--- config.mk ---
export PLATFORM = sky130hd
export DESIGN_NAME = sync_ram_2p
export DESIGN_NICKNAME = d
export VERILOG_FILES = /design/src/rtl/sync_ram_2p_pkg.sv /design/src/rtl/sync_ram_2p_clear_ctrl.sv /design/src/rtl/sync_ram_2p.sv
export SDC_FILE = /design/constraint.sdc
export NUM_CORES = 1
export LEC_CHECK = 0
export BUFFER_PORTS_ARGS = -buffer_cell sky130_fd_sc_hd__clkbuf_2
export CELL_PAD_IN_SITES_DETAIL_PLACEMENT = 1
export CELL_PAD_IN_SITES_GLOBAL_PLACEMENT = 2
export CORE_MARGIN = 2
export CORE_UTILIZATION = 25
export DETAILED_ROUTE_END_ITERATION = 12
export GPL_TIMING_DRIVEN = 0
export MAX_ROUTING_LAYER = met4
export PLACE_DENSITY = 0.45
export SYNTH_ARGS = -nofsm -noshare
export SYNTH_HDL_FRONTEND = slang
export SYNTH_SLANG_ARGS = --single-unit
export TNS_END_PERCENT = 100
--- constraint.sdc ---
create_clock -name Clock -period 3.5 [get_ports Clock]
set_input_delay 1.05 -clock Clock [delete_from_list [all_inputs] [get_ports Clock]]
set_output_delay 1.05 -clock Clock [all_outputs]
set_load 0.005 [all_outputs]
--- src/rtl/sync_ram_2p_pkg.sv ---
`default_nettype none
// ============================================================================
//  Module      : sync_ram_2p_pkg
//  Description : Shared definitions for the sync_ram_2p RAM.
//                - Encodings for the clear-controller states.
//                - Codes for the read-during-write modes.
//                - Helper that gives the number of write-mask lanes.
//  Revision    : 1.0  initial release
// ============================================================================
package sync_ram_2p_pkg;

    typedef enum logic [0:0] {
        ST_CLEAR = 1'b0,
        ST_READY = 1'b1
    } clr_state_t;

    localparam int RDW_OLD = 0;
    localparam int RDW_NEW = 1;

    // Number of write-mask lanes: LANES = WordSize / ByteSize
    function automatic int ram_lanes(input int word_size, input int byte_size);
        return word_size / byte_size;
    endfunction

endpackage
`default_nettype wire

--- src/rtl/sync_ram_2p_clear_ctrl.sv ---
`default_nettype none
// ============================================================================
//  Module      : ram_clear_ctrl
//  Description : Clear sequencer for sync_ram_2p. After reset it sweeps every
//                address and raises a write strobe on each one so the RAM
//                zeroes that word.
//  Ports       : i_clock      - clock
//                i_reset      - synchronous active-high reset
//                o_busy       - high while the sweep is running
//                o_clear_addr - address being cleared in this cycle
//                o_clear_we   - write strobe for the clear write
//  Revision    : 1.0  initial release
// ============================================================================
module ram_clear_ctrl
    import sync_ram_2p_pkg::*;
#(
    parameter int AddressSize  = 4,
    parameter bit ClearOnReset = 1'b1
) (
    input  logic                   i_clock,
    input  logic                   i_reset,
    output logic                   o_busy,
    output logic [AddressSize-1:0] o_clear_addr,
    output logic                   o_clear_we
);

    // The counter has one more bit than the address. Its MSB marks the end
    // of the sweep, so the address bits can never wrap back to 0.
    localparam int CNT_W = AddressSize + 1;
    localparam logic [CNT_W-1:0] C_CNT_ONE = {{AddressSize{1'b0}}, 1'b1};

    clr_state_t       state_q, state_d;
    logic [CNT_W-1:0] cnt_q, cnt_d;

    // State register
    always_ff @(posedge i_clock) begin
        if (i_reset) begin
            state_q <= (ClearOnReset != 1'b0) ? ST_CLEAR : ST_READY;
            cnt_q   <= '0;
        end else begin
            state_q <= state_d;
            cnt_q   <= cnt_d;
        end
    end

    // Next-state logic
    always_comb begin
        state_d = state_q;
        cnt_d   = cnt_q;
        if (state_q == ST_CLEAR) begin
            cnt_d = cnt_q + C_CNT_ONE;
            if (cnt_d[CNT_W-1]) begin
                state_d = ST_READY;
            end
        end
    end

    // Outputs. The clear write is held off during the reset cycle, so reset
    // itself never changes the memory contents.
    always_comb begin
        o_busy       = (state_q == ST_CLEAR);
        o_clear_we   = o_busy & ~i_reset;
        o_clear_addr = cnt_q[AddressSize-1:0];
    end

endmodule
`default_nettype wire

--- src/rtl/sync_ram_2p.sv ---
`default_nettype none
// ============================================================================
//  Module      : sync_ram_2p
//  Description : Simple dual-port synchronous RAM on one clock.
//                - One write port with a per-lane byte mask.
//                - One read port; latency is 1 or 2 cycles.
//                - RdwMode sets read-during-write behaviour (old or new data).
//                - Optional zero-clear sweep after reset.
//  Ports       : Clock, Reset                     - clock, sync active-high reset
//                WrEn, WrAddress, WrData, WrMask  - write port
//                RdEn, RdAddress                  - read request
//                RdData, RdValid                  - read result plus valid pulse
//                Busy                             - clear sweep in progress
//                Error                            - access attempted while Busy
//  Revision    : 1.0  initial release
// ============================================================================
module sync_ram_2p
    import sync_ram_2p_pkg::*;
#(
    parameter int AddressSize  = 4,
    parameter int WordSize     = 8,
    parameter int ByteSize     = 8,
    parameter int ReadLatency  = 1,
    parameter int RdwMode      = 0,
    parameter bit ClearOnReset = 1'b1
) (
    input  logic                           Clock,
    input  logic                           Reset,
    input  logic                           WrEn,
    input  logic [AddressSize-1:0]         WrAddress,
    input  logic [WordSize-1:0]            WrData,
    input  logic [WordSize/ByteSize-1:0]   WrMask,
    input  logic                           RdEn,
    input  logic [AddressSize-1:0]         RdAddress,
    output logic [WordSize-1:0]            RdData,
    output logic                           RdValid,
    output logic                           Busy,
    output logic                           Error
);

    localparam int LANES = ram_lanes(WordSize, ByteSize);
    localparam int DEPTH = 2 ** AddressSize;

    if ((WordSize % ByteSize) != 0) begin : g_chk_word
        $error("sync_ram_2p: WordSize must be a multiple of ByteSize");
    end
    if ((ReadLatency != 1) && (ReadLatency != 2)) begin : g_chk_lat
        $error("sync_ram_2p: ReadLatency must be 1 or 2");
    end

    logic                   w_busy;
    logic [AddressSize-1:0] w_clr_addr;
    logic                   w_clr_we;

    ram_clear_ctrl #(
        .AddressSize  (AddressSize),
        .ClearOnReset (ClearOnReset)
    ) u_clear_ctrl (
        .i_clock      (Clock),
        .i_reset      (Reset),
        .o_busy       (w_busy),
        .o_clear_addr (w_clr_addr),
        .o_clear_we   (w_clr_we)
    );

    logic [WordSize-1:0]    mem_q [DEPTH];

    logic                   w_user_wr;
    logic                   w_rd_accept;
    logic                   w_wr_en;
    logic [AddressSize-1:0] w_wr_addr;
    logic [WordSize-1:0]    w_wr_data;
    logic [LANES-1:0]       w_wr_mask;
    logic [WordSize-1:0]    w_rd_word;

    // The user port is accepted only when the RAM is ready and out of reset.
    // While the sweep runs, the clear write takes over the write port.
    always_comb begin
        w_user_wr   = WrEn & ~w_busy & ~Reset;
        w_rd_accept = RdEn & ~w_busy & ~Reset;
        w_wr_en     = w_clr_we | w_user_wr;
        w_wr_addr   = w_clr_we ? w_clr_addr : WrAddress;
        w_wr_data   = w_clr_we ? '0 : WrData;
        w_wr_mask   = w_clr_we ? '1 : WrMask;
    end

    always_ff @(posedge Clock) begin
        if (w_wr_en) begin
            for (int i = 0; i < LANES; i++) begin
                if (w_wr_mask[i]) begin
                    mem_q[w_wr_addr][i*ByteSize +: ByteSize] <= w_wr_data[i*ByteSize +: ByteSize];
                end
            end
        end
    end

    // The read word is chosen at the accept edge. In write-through mode,
    // lanes being written at that edge replace the stored lanes.
    always_comb begin
        w_rd_word = mem_q[RdAddress];
        if ((RdwMode == RDW_NEW) && w_user_wr && (WrAddress == RdAddress)) begin
            for (int i = 0; i < LANES; i++) begin
                if (WrMask[i]) begin
                    w_rd_word[i*ByteSize +: ByteSize] = WrData[i*ByteSize +: ByteSize];
                end
            end
        end
    end

    // Capture stage: loaded on the accept edge
    logic                cap_valid_q, cap_valid_d;
    logic [WordSize-1:0] cap_data_q,  cap_data_d;

    always_comb begin
        cap_valid_d = w_rd_accept;
        cap_data_d  = w_rd_accept ? w_rd_word : cap_data_q;
    end

    always_ff @(posedge Clock) begin
        if (Reset) begin
            cap_valid_q <= 1'b0;
            cap_data_q  <= '0;
        end else begin
            cap_valid_q <= cap_valid_d;
            cap_data_q  <= cap_data_d;
        end
    end

    logic                w_src_valid;
    logic [WordSize-1:0] w_src_data;

    if (ReadLatency == 2) begin : g_lat2
        logic                mid_valid_q;
        logic [WordSize-1:0] mid_data_q;

        always_ff @(posedge Clock) begin
            if (Reset) begin
                mid_valid_q <= 1'b0;
                mid_data_q  <= '0;
            end else begin
                mid_valid_q <= cap_valid_q;
                mid_data_q  <= cap_data_q;
            end
        end

        assign w_src_valid = mid_valid_q;
        assign w_src_data  = mid_data_q;
    end else begin : g_lat1
        assign w_src_valid = cap_valid_q;
        assign w_src_data  = cap_data_q;
    end

    // Output register: RdData keeps its last value between valid pulses
    logic                rd_valid_q, rd_valid_d;
    logic [WordSize-1:0] rd_data_q,  rd_data_d;
    logic                error_q,    error_d;

    always_comb begin
        rd_valid_d = w_src_valid;
        rd_data_d  = w_src_valid ? w_src_data : rd_data_q;
        error_d    = w_busy & (WrEn | RdEn);
    end

    always_ff @(posedge Clock) begin
        if (Reset) begin
            rd_valid_q <= 1'b0;
            rd_data_q  <= '0;
            error_q    <= 1'b0;
        end else begin
            rd_valid_q <= rd_valid_d;
            rd_data_q  <= rd_data_d;
            error_q    <= error_d;
        end
    end

    assign RdData  = rd_data_q;
    assign RdValid = rd_valid_q;
    assign Busy    = w_busy;
    assign Error   = error_q;

endmodule
`default_nettype wire

==> metrics.cfg, run 1 <==
[status]
status=completed

[power_and_ir_drop]
p_per_area_mw_per_mm2=576
total_power_uw=4090
p_leak_uw=0.00236
peakVddDrop_mv=0.295

[worst_setup_path]
regToRegSetupSlack_ns=0.51
arrival_ns=3.40
cp_max_fo=10
cp-end-kind=register
start_kind=input port
crit_required_ns=3.54
criticalPathCategory=input port to register

[global_route]
gr-total-overflow=0
antenna_found_initial=0
grt_util_all_layers=0.129
grt_pass1_wl_um=22500
grt_max_degree=17
grt_pass1_vias=3387

[clock_tree]
htreeDepth=4
clockBufferDepth=2
numCtsBuffers=17
clock-sinks=153
cts_setup_buffers=0
cts_tree=yes
cts_root_buf=clkbuf_16
cts.clk_slew.worst_paths_ns=0.06
clkLatencyLatePin_ns=0.43

[die]
die_x_um=159
die_y_um=159
ios=32
coreArea_mm2=0.0235
start_util=0.255
core.rowCount=56
dieArea_mm2=0.0253

[timing]
fin_crit_sh=0.959
finalHoldViolations=0
setup_violations=0
period_minus_slack_ns=3.36
fmax_mhz=298
relSlewSlack=0.143
rsz0062_at_grt=yes
worst_pin_slew_ns=1.28
slew_violations=0
skew_ns=0.00977

[routing]
drc_errors=0
dr.pass1.iters=4
dr.max_layer_used=met4
met3_length_um=477
routedWlPerCell_um=20.9
wl_um=15000
drt_iter0_drc=234
via_count=3109
ant_nets=0
vias_per_cell=4.33
wl_met1_um=7450
dr_wl_met2_um=6890

[logic_synthesis]
synth.avg_cell_area_um2=17.7
synthArstFlopShare=0
synth_cell_types=33
post-synth-top-count-cell=edfxtp_1
yosys.area.top_type=edfxtp_1
ys.flop_type=edfxtp_1
synthTopCellsByArea=edfxtp_1, dfxtp_1, mux4_2
netlist_instances=339
syn_area_mm2=0.00600
synth.ff_latch_count=153
yosysSeqAreaShare=0.724
netlist_top_cells_count=edfxtp_1, nor2_1, mux2i_1, dfxtp_1, mux4_2
synth_edf_count=128
synth_fp_nets=361
synth_warnings=0
synth_top_area_frac=0.640

[final_layout]
diodes=0
drive_above_1_share=0.233
nNetsFinal=408
final_cell_area_mm2=0.00711
areaGrowthSynthToFinish_pct=18.5

[place]
portBuffers=28
place_congestion=0.711
post-dp-hpwl_um=10100
place_area_mm2=0.00654

[hold_path]
hold_class=register to register

[job]
max-cap-violations=0

[power breakdown]
part | switching [uW] | internal [uW]
combinational | 165 | 90.9
clock | 797 | 993
sequential | 19.3 | 2030
total | 982 | 3110
[area by class of cell]
type	count	area, um2
multi-input cells	167	1560
fillers	2480	16400
flip-flops and latches	153	4340
inverters	4	15.0
repair buffers	28	140
well taps	319	399
clock buffers	17	425
plain buffers	15	87.6
clock inverters	15	145
[worst max-delay path, cell delays in order]
cell      delay (ns)
clkbuf_2        0.09
nor2_1          0.48
clkbuf_1        0.59
a31oi_1         0.30
nor2_1          0.87
[worst paths after layout]
| check | cells after the start | to | start |
|---|---|---|---|
| worst max-delay path | 5 | mem_q[14][2]$_DFFE_PP_ | Reset |
| worst min-delay path | 2 | cap_data_q[5]$_SDFFE_PP0P_ | cap_data_q[5]$_SDFFE_PP0P_ |
| worst max register to register | 4 | mem_q[14][2]$_DFFE_PP_ | u_clear_ctrl.state_q$_SDFF_PP0_ |
| worst min register to register | 2 | cap_data_q[5]$_SDFFE_PP0P_ | cap_data_q[5]$_SDFFE_PP0P_ |
[placed cells by master, fill, tap and decap left out, types with 7 or more instances in the layout]
master     instances
clkbuf_2          28
mux4_2            17
nor2_1            32
edfxtp_1         128
a22oi_1            9
mux2_2             7
mux4_1             9
mux2i_1           29
dfxtp_1           25
nand2_1           10
nor2b_1           12
clkbuf_16         17
[through the flow]
step           hold slack [ns]  utilization  TNS (ns)  setup WS, ns  std cells
2_1_floorplan            0.425            -         0         0.794        339
3_3_place_gp             0.470        0.278    -13.02        -0.445        686
3_5_place_dp             0.476        0.278    -14.26        -0.496        686
4_1_cts                  0.486        0.302    -0.268       -0.0285        718
5_1_grt                  0.524        0.302     -5.05        -0.230        718
6_report                 0.483        0.302         0         0.142        718
[registers in the layout (all words and copies together) (netlist names)]
signal and count:
RdValid 1, cap_data_q 8, u_clear_ctrl.cnt_q 5, mem_q 128, RdData 8, Error 1, cap_valid_q 1, u_clear_ctrl.state_q 1
[kinds of logic after synthesis]
family,after synthesis,synth area share
fa+ha+maj,1,0.00208
flops,153,0.724
buf+inv,19,0.0171
mux,62,0.165
simple gates,73,0.0582
xor+xnor,4,0.00584
compound gates,27,0.0283
[metal layers]
metal	track usage	vias up
li1	-	1432
met1	0.174	1613
met2	0.193	45
met3	0.0279	19
met4	0.0434	0
met5	-	-
[repair_timing]
| item | in CTS | in global routing |
|---|---|---|
| pin swaps | 0 | 0 |
| endpoints found under the setup margin | 11 | 24 |
| gates cloned | 0 | 0 |
| hold buffers | 0 | 0 |
| endpoints found under the hold margin | 0 | 0 |
| gates resized for setup | 1 | 0 |
Power figures use the tool's default switching activity.
==> run 2, diff against run 1 <==
--- a/config.mk
+++ b/config.mk
@@ -11,7 +11,7 @@
 export CORE_MARGIN = 2
 export CORE_UTILIZATION = 25
 export DETAILED_ROUTE_END_ITERATION = 12
-export GPL_TIMING_DRIVEN = 0
+export GPL_TIMING_DRIVEN = 1
 export MAX_ROUTING_LAYER = met4
 export PLACE_DENSITY = 0.45
 export SYNTH_ARGS = -nofsm -noshare
==> metrics.cfg, run 2 (same netlist as run 1, synthesis figures left out) <==
[status]
status=completed

[die]
die_y_um=159  ; unchanged
coreArea_mm2=0.0235  ; unchanged
dieArea_mm2=0.0253  ; unchanged
ios=32  ; unchanged
die_x_um=159  ; unchanged
start_util=0.255  ; unchanged
core.rowCount=56  ; unchanged

[routing]
drt_iter0_drc=238  ; +1.7%
dr.pass1.iters=4  ; unchanged
ant_nets=0  ; unchanged
routedWlPerCell_um=21.3  ; +1.9%
vias_per_cell=4.37  ; +0.89%
drc_errors=0  ; unchanged
wl_um=15500  ; +3.6%
via_count=3189  ; +2.6%

[final_layout]
ff_latch_area_mm2=0.00434  ; unchanged
mostFrequentLayoutCell=edfxtp_1
diodes=0  ; unchanged
largest_register_ffs=128  ; unchanged
final_cell_area_mm2=0.00726  ; +2.0%
layout.cells.most_common_list=edfxtp_1, nor2_1, clkbuf_2
fillers=2461  ; -0.77%
nNetsFinal=420  ; +2.9%
areaGrowthSynthToFinish_pct=20.9
drive_above_1_share=0.263  ; +0.0297
multiInputGateArea_mm2=0.00156  ; -0.16%
regMostFlops=mem_q
instances_no_fill=730  ; +1.7%

[clock_tree]
cts_tree=yes
cts.clk_slew.worst_paths_ns=0.06  ; about the same
clkLatencyLatePin_ns=0.42  ; about the same
cts.repair.resized=0  ; -1
clock-sinks=153  ; unchanged
cts_hold_buf=0  ; unchanged
cts_setup_buffers=0  ; unchanged
htreeDepth=4  ; unchanged
cts_root_buf=clkbuf_16
numCtsBuffers=17  ; unchanged
clockBufferDepth=2  ; unchanged

[global_route]
gr-total-overflow=0  ; unchanged
grt_util_all_layers=0.133  ; +0.00410
grt_pass1_wl_um=23100  ; +2.6%
grt_max_degree=20  ; +3
antenna_found_initial=0  ; unchanged
grt_pass1_vias=3400  ; +0.38%

[place]
post-dp-hpwl_um=10200  ; +1.4%
portBuffers=31  ; +11%
place_congestion=0.720  ; +1.2%
place_inst=698  ; +1.7%
place_area_mm2=0.00666  ; +1.8%

[worst_setup_path]
cp-end-kind=register
cp_max_fo=16  ; +6
arrival_ns=2.54  ; -0.86 ns
crit_required_ns=3.54  ; about the same
criticalPathCategory=input port to register
reg2regPathDepth=5  ; +1
start_kind=input port

[power_and_ir_drop]
sequentialPowerShare=0.496  ; -0.004
combinationalPowerShare=0.062  ; about the same
p_int_uw=3240  ; +4.2%
peakVddDrop_mv=0.328  ; +11%
p_clk_frac=0.442  ; +0.005
p_leak_uw=0.00249  ; +5.6%
p_per_area_mw_per_mm2=570  ; -0.90%
p_switching_uw=896  ; -8.7%
swShare=0.217  ; -0.0232

[timing]
fmax_mhz=399  ; +34%
final.setup.tns_ns=0  ; unchanged
setup_violations=0  ; unchanged
fin_crit_sh=0.717  ; -0.243
period_minus_slack_ns=2.51  ; -0.849 ns
slew_violations=0  ; unchanged
relSlewSlack=0.192  ; +0.0499
rsz0062_at_grt=no
skew_ns=0.00807  ; -0.00170 ns
worst_pin_slew_ns=1.21  ; -0.0748 ns
finalHoldViolations=0  ; unchanged

[hold_path]
hold_class=register to register
worst_hold_path.num_cells=2  ; unchanged

[job]
max-cap-violations=0  ; unchanged

==> run 2: changes by cell type in the layout (fill, tap and decap cells not counted), moves of 3 or more <==
cell / delta
buf_2: -6
clkbuf_8: +4
inv_6: -3
clkbuf_16: +3
clkbuf_2: +3
buf_4: +23
inv_4: +3
clkinvlp_4: -6
==> run 2: final cells by class <==
| class | count | area share |
|---|---|---|
| tap | 319 | 0.0550 |
| inverter | 4 | 0.00207 |
| clock inverter | 4 | 0.00328 |
| sequential | 153 | 0.599 |
| multi-input combinational | 167 | 0.214 |
| clock buffer | 28 | 0.0786 |
| timing repair buffer | 55 | 0.0479 |
==> run 2: per-stage QoR <==
stage               worst slack (ns)  power (uW)  utilization  hold WS [ns]
global placement               0.533        2360        0.283         0.472
finish                         0.991        4140        0.308         0.496
floorplan                      0.794        2240            -         0.425
global route                   0.808        4290        0.308         0.528
CTS                            0.925        4190        0.308         0.503
detailed placement             0.478        2360        0.283         0.485
==> run 2: critical path, stage by stage <==
cell and delay [ns]:
clkbuf_2 0.09, nor2_1 0.17, buf_4 0.28, a31oi_1 0.18, nor2_1 0.77
==> run 2: layer usage <==
metal | vias to the layer above | GRT usage | part of all wire | wire (um)
li1 | 1452 | - | - | -
met1 | 1657 | 0.187 | 0.50 | 7810
met5 | - | - | 0 | 0
met3 | 15 | 0.0357 | 0.044 | 682
met4 | 0 | 0.0409 | 0.011 | 171
met2 | 65 | 0.187 | 0.44 | 6870
==> run 2: power groups by stage <==
stage	logic (uW)	registers, uW	clock network [uW]
floorplan	164	2080	0
global placement	263	2090	0
global route	286	2060	1940
CTS	265	2060	1870
finish	257	2050	1830
detailed placement	265	2090	0
==> run 2: final timing paths <==
check / start / end / slack, ns
max reg2reg: u_clear_ctrl.state_q$_SDFF_PP0_ / mem_q[14][6]$_DFFE_PP_ / 1.08
min: RdData[7]$_SDFFE_PP0P_ / RdData[7]$_SDFFE_PP0P_ / 0.50
max: Reset / mem_q[14][6]$_DFFE_PP_ / 0.99
min reg2reg: RdData[7]$_SDFFE_PP0P_ / RdData[7]$_SDFFE_PP0P_ / 0.50
